===== config.mk =====
export PLATFORM = sky130hd
export DESIGN_NAME = fir4_stream
export DESIGN_NICKNAME = d
export VERILOG_FILES = /design/src/rtl/fir4_stream.sv
export SDC_FILE = /design/constraint.sdc
export NUM_CORES = 1
export LEC_CHECK = 0
export ABC_AREA = 1
export CORE_MARGIN = 5
export CORE_UTILIZATION = 50
export CTS_CLUSTER_SIZE = 28
export DETAILED_ROUTE_END_ITERATION = 16
export DONT_BUFFER_PORTS = 1
export PLACE_DENSITY = 0.68
export SLEW_MARGIN = 20
export SYNTH_ARGS = -nofsm -noshare
export SYNTH_HDL_FRONTEND = slang
export SYNTH_SLANG_ARGS = --single-unit

===== constraint.sdc =====
create_clock -name clk -period 23.5 [get_ports clk]
set_clock_uncertainty 0.05 [all_clocks]
set_input_delay 2.35 -clock clk [delete_from_list [all_inputs] [get_ports clk]]
set_output_delay 2.35 -clock clk [all_outputs]
set_load 0.05 [all_outputs]

===== src/rtl/fir4_stream.sv =====
// Streaming 4-tap FIR with AFLV stream flags and a one-clock accept-to-output latency.
// Build option: define FIR4_SAT_EN to saturate y_out instead of wrapping the sum.
module fir4_stream #(
    parameter int W = 16
) (
    input  logic         clk,
    input  logic         rst,
    input  logic [W-1:0] B0,
    input  logic [W-1:0] B1,
    input  logic [W-1:0] B2,
    input  logic [W-1:0] B3,
    input  logic [W-1:0] x_in,
    input  logic [3:0]   x_in_mflags,
    output logic [1:0]   x_in_sflags,
    output logic [W-1:0] y_out,
    output logic [3:0]   y_out_mflags,
    input  logic [1:0]   y_out_sflags
);
    localparam int SW = 2*W + 2;

    logic         stop, busy, accept, first, abort;
    logic [W-1:0] x1_q, x2_q, x3_q;
    logic [W-1:0] x1_d, x2_d, x3_d;
    logic [W-1:0] y_q, y_d;
    logic [3:0]   fl_q, fl_d;
    logic [W-1:0] y_new;

    logic [W-1:0]          coef [4];
    logic [W-1:0]          tap  [4];
    logic signed [2*W-1:0] prod [4];
    logic [SW-1:0]         acc  [5];

    assign stop        = y_out_sflags[1];
    assign busy        = y_out_sflags[0];
    assign accept      = x_in_mflags[0] & ~busy & ~stop;
    assign first       = x_in_mflags[2];
    assign abort       = x_in_mflags[3];
    assign x_in_sflags = y_out_sflags;

    assign coef[0] = B0;
    assign coef[1] = B1;
    assign coef[2] = B2;
    assign coef[3] = B3;

    // A first beat sees an empty history, so the older taps read as zero.
    assign tap[0] = x_in;
    assign tap[1] = first ? '0 : x1_q;
    assign tap[2] = first ? '0 : x2_q;
    assign tap[3] = first ? '0 : x3_q;

    assign acc[0] = '0;
    generate
        for (genvar gi = 0; gi < 4; gi++) begin : g_tap
            assign prod[gi]  = $signed(coef[gi]) * $signed(tap[gi]);
            assign acc[gi+1] = acc[gi] + {{2{prod[gi][2*W-1]}}, prod[gi]};
        end
    endgenerate

`ifdef FIR4_SAT_EN
    logic ovf;
    // The sum fits in W bits only when its top SW-W+1 bits are all equal.
    assign ovf   = ~((&acc[4][SW-1:W-1]) | ~(|acc[4][SW-1:W-1]));
    assign y_new = ~ovf       ? acc[4][W-1:0] :
                   acc[4][SW-1] ? {1'b1, {(W-1){1'b0}}} :
                                  {1'b0, {(W-1){1'b1}}};
`else
    logic unused_hi;
    assign unused_hi = ^acc[4][SW-1:W];
    assign y_new     = acc[4][W-1:0];
`endif

    always_comb begin
        y_d  = y_q;
        fl_d = fl_q;
        x1_d = x1_q;
        x2_d = x2_q;
        x3_d = x3_q;
        if (stop) begin
            fl_d = {fl_q[3:1], 1'b0};
            x1_d = '0;
            x2_d = '0;
            x3_d = '0;
        end else if (!busy) begin
            if (accept) begin
                y_d  = y_new;
                fl_d = x_in_mflags;
                if (abort) begin
                    x1_d = '0;
                    x2_d = '0;
                    x3_d = '0;
                end else begin
                    x1_d = x_in;
                    x2_d = first ? '0 : x1_q;
                    x3_d = first ? '0 : x2_q;
                end
            end else begin
                fl_d = {fl_q[3:1], 1'b0};
            end
        end
    end

    always_ff @(posedge clk or posedge rst) begin
        if (rst) begin
            y_q  <= '0;
            fl_q <= '0;
            x1_q <= '0;
            x2_q <= '0;
            x3_q <= '0;
        end else begin
            y_q  <= y_d;
            fl_q <= fl_d;
            x1_q <= x1_d;
            x2_q <= x2_d;
            x3_q <= x3_d;
        end
    end

    assign y_out        = y_q;
    assign y_out_mflags = fl_q;
endmodule


### Word level (Yosys, flattened, before mapping)

Index checks and enable logic that the tools add are counted.

* flip-flop bits (word level): 68
* output and inout bits: 22
* word-level logic and storage cells: 39

* $add $sub $neg: 3
* multipliers: 4
* eq/ne operators: 1
* muxes and demuxes: 18
* bitwise operators: 4
* reduce and logical (&&, ||, !) cells: 3

Operators by type and width (count)
* 2-to-1 mux 16 bit: 15
* multiplier 16 x 16 -> 16 bit: 4
* adder 16 bit: 3
* 2-to-1 mux 1 bit: 3
* AND reduction 3 bit: 1
* bitwise AND 1 bit: 2
* inequality test 2 x 1 -> 1 bit (second input constant): 1
* NOT 1 bit: 2
* AND reduction 2 bit: 1
* nonzero test 2 bit: 1

### Depth between registers and ports, before layout

* word-level depth: 6
* gate-level depth with buffers: 40

### Least setup slack after synthesis

Ideal clock, no wire load.

* path type: input to register
* start: input port x_in_mflags[2]
* end: register y_q[14], in the netlist y_out[14]
* arrival time: 9764 ps
* required time: 23332 ps
* setup slack: 13568 ps
* stages on the path: 36
* path buffers: 4
* cell sequence: buf_6 > inv_4 > buf_12 > buf_12 > nand2_2 > inv_1 > clkbuf_1 > nand2_1 > fa_1 > inv_1 > ha_1 > inv_1 > fa_1 > inv_1 > fa_1 > inv_1 > fa_1 > fa_1 > inv_1 > fa_1 > fa_1 > fa_1 > inv_1 > fa_1 > inv_1 > ha_1 > a21oi_1 > o211ai_1 > nand2_1 > nand2_1 > a21oi_1 > o21bai_1 > a21o_1 > or2_2 > nand3_1 > nand2_1

* cells in the longest elaborated chain, start to end: 5
* elaborated cells between the ends (all ways): 9
* those cells by class: 3 x add/sub; 3 x mul; 3 x mux

Ends and longest elaborated chain
* from (decl): RTL line 13 `input logic [3:0] x_in_mflags,`
* 2-to-1 mux 16 bit: RTL line 47 `assign tap[1] = first ? '0 : x1_q;`
* multiplier 16 x 16 -> 16 bit: RTL line 54 `assign prod[gi] = $signed(coef[gi]) * $signed(tap[gi]);`
* adder 16 bit (2 in series): RTL line 55 `assign acc[gi+1] = acc[gi] + {{2{prod[gi][2*W-1]}}, prod[gi]};`
* adder 16 bit *: RTL line 55
* to (signal assigned): RTL line 110 `y_q <= y_d;`
* to (decl): RTL line 24 `logic [W-1:0] y_q, y_d;`

Every way passes the cells marked *; elsewhere a longest branch is shown, timed or not.
A chain may end at the register's enable or synchronous reset.

### Worst setup path in the final report

Ends and elaborated chain as after synthesis.

==> run metrics <==
# diodes 0; CP startpoint kind primary input; DRT antenna net count 0; initial antenna violation count 0; Top FF cell, synth dfrtp_1; peak supply drop 0.000128 V; status completed; most used cell, CP fa_1; cts bufs inserted 9; hold depth 2; DP Cell Count 3,121; combinational share of power 77.4%; Final period util 43.9%; Syn Nets 3,334; dpl hpwl 51,200 um; storage element area 0.00170 mm^2; fmax 96.9 MHz; overall routing resource usage 27.8%; Setup violations, final 0; path type of the worst min-delay path flop to flop; Post-synth EDFFs 0; Tmin final 10,320 ps; Yosys Warn Count 0; Worst Hold Launch x3_q[1]$_DFFE_PP0P_; vias 16,400; area occupied by multi-input gates 0.0153 mm^2; die width 211 um; root buffer cell clkbuf_16; Crit path max-delay family adder cells; core area 0.0399 mm^2; Syn Inst Count 2,652; area of the mapped netlist 0.0203 mm^2; Pre-antenna DRT Iters 8; fill count 3,802; commonest non-fill, non-tap cell in the layout inv_1; Slew Limit Fails 0; commonest cells after routing, fill and taps aside inv_1 (764), nand2_1 (621), fa_1 (390); Clock Power Share 10.2%; sequential share of power 12.4%; # hold bufs at CTS 0; total grt overflow 0; final hold vios 0; GPL Wtd Cong 0.999; sequential fraction of the synthesis area 8.39%; Die Footprint 0.0447 mm^2; IO Port Bufs 0; CTS tree built; ratio of cells with drive above 1 in the final layout 2.11%; Clock Pin Slew Worst Setup and Hold Paths 70 ps; fin cells 3,137; Reg2Reg Depth 32; first-pass GRT wire length 95,600 um; htree depth 3; Slew @ Worst Pin 1030 ps; Pint 0.000642 W; Crit-path slowest cell fa_1; WP data required 23,710 ps; power per cell area 71.0 mW/mm^2; Synth-to-Final Area Change 3.48%; critical path's largest stage delay 560 ps; Residual DRC 0; Switching Fraction 56.9%; syn_area_per_cell 7.64 um^2; sw power 0.000847 W; crit path from x_in_mflags[2]; Cell Rows 73; I/O pins 110; Clock Path Buffers 2; stages on the worst setup path 32; DRT iter0 DRCs 1,169; Die Y 211 um; Lkg Pwr 12.2 nW; Netlist cell types 38; Clock Latency Late Sink 370 ps; CP Capture Type flop; post-CTS setup buffers 0; clk sink count 68; critical path arrival 10,530 ps; WL/cell 19.3 um; nets 3,289; Synth async-reset ratio 100%; MaxCap Viol Count 0; TNS Setup 0 ps; Synth Register Bits 68; DR vias/cell 5.22; unrepaired setup endpoints after global routing false; Crit Path Max Fanout 56; initial core utilization 50.8%; WS Path Type primary input to flop; largest net degree at the start of global routing 57; post_cts resized 0; vias in the first global route 17,400; Reg-to-Reg Start x3_q[1]$_DFFE_PP0P_; Crit path buffers/inverters 7; drt total wl 60,600 um; Slew Limit Headroom 30.9%
tightest hold or removal path, cell delays in order, from the launching register on:
cell and delay [ps]:
dfrtp_1 360, inv_1 70, o22ai_1 80
final cells by class:
class / instances / area share (%)
well taps: 525 / 3.13
clock inverters: 7 / 0.382
inverters: 778 / 13.9
repair buffers: 7 / 0.251
clock buffers: 9 / 1.07
flip-flops and latches: 68 / 8.11
multi-input cells: 1743 / 73.1
metrics by stage:
step	utilization [%]	hold slack [ps]	power (W)	instance area [um^2]	setup WS, ps
after floorplan	-	428	0.00100	20300	13570
after global placement	51.8	478	0.00132	20700	12950
after detailed placement	51.8	486	0.00134	20700	12800
after CTS	52.5	500	0.00149	21000	13180
after global routing	52.6	526	0.00165	21000	12720
final	52.6	502	0.00149	21000	13180
metal layers:
layer,global-route usage [%],wire length [um]
met4,10.5,2540
met2,46.0,28600
met5,0,0
met1,36.1,24300
met3,5.90,5140
cell usage after synthesis, drive strengths merged (3+ instances only):
library cell,number,area share (%)
clkbuf,51,0.94
o21ai,47,1.2
buf,12,0.60
xnor2,20,0.86
a32o,7,0.35
fa,390,39
a21oi,11,0.27
nor3,3,0.074
inv,768,14
nand4,7,0.22
dfrtp,68,8.4
nand3,112,2.8
o22ai,19,0.62
nand2,637,12
ha,204,13
nand3b,9,0.33
nor2,252,4.8
clkinv,10,0.19
xor2,17,0.73
power by group through the flow:
| stage | logic, W | registers [W] | clock network (W) |
|---|---|---|---|
| CTS | 0.00115 | 0.000186 | 0.000153 |
| global placement | 0.00113 | 0.000188 | 0 |
| floorplan | 0.000822 | 0.000182 | 0 |
| global route | 0.00131 | 0.000186 | 0.000157 |
| detailed placement | 0.00115 | 0.000188 | 0 |
| finish | 0.00115 | 0.000185 | 0.000151 |
final timing paths:
check                                                    to  slack (ps)
worst max-delay path                  y_out[14]$_DFFE_PP0P_       13180
worst min-delay path                    x3_q[1]$_DFFE_PP0P_         500
worst max register to register        y_out[15]$_DFFE_PP0P_       15040
worst min register to register          x3_q[1]$_DFFE_PP0P_         500
max in group asynchronous               x3_q[4]$_DFFE_PP0P_       20460
min in group asynchronous       y_out_mflags[3]$_DFFE_PP0P_        1780
registers in the layout (all words and copies together), names as in the netlist:
name          flops
x2_q             16
y_out_mflags      4
x3_q             16
y_out            16
x1_q             16
cells by family after synthesis:
logic type | Yosys count | synth area share, %
compound gates | 90 | 2.61
xor+xnor | 37 | 1.60
fa+ha+maj | 594 | 51.1
simple gates | 1022 | 20.3
buf+inv | 841 | 16.0
flops | 68 | 8.39
Note: power is estimated with default switching activity, not from simulation.
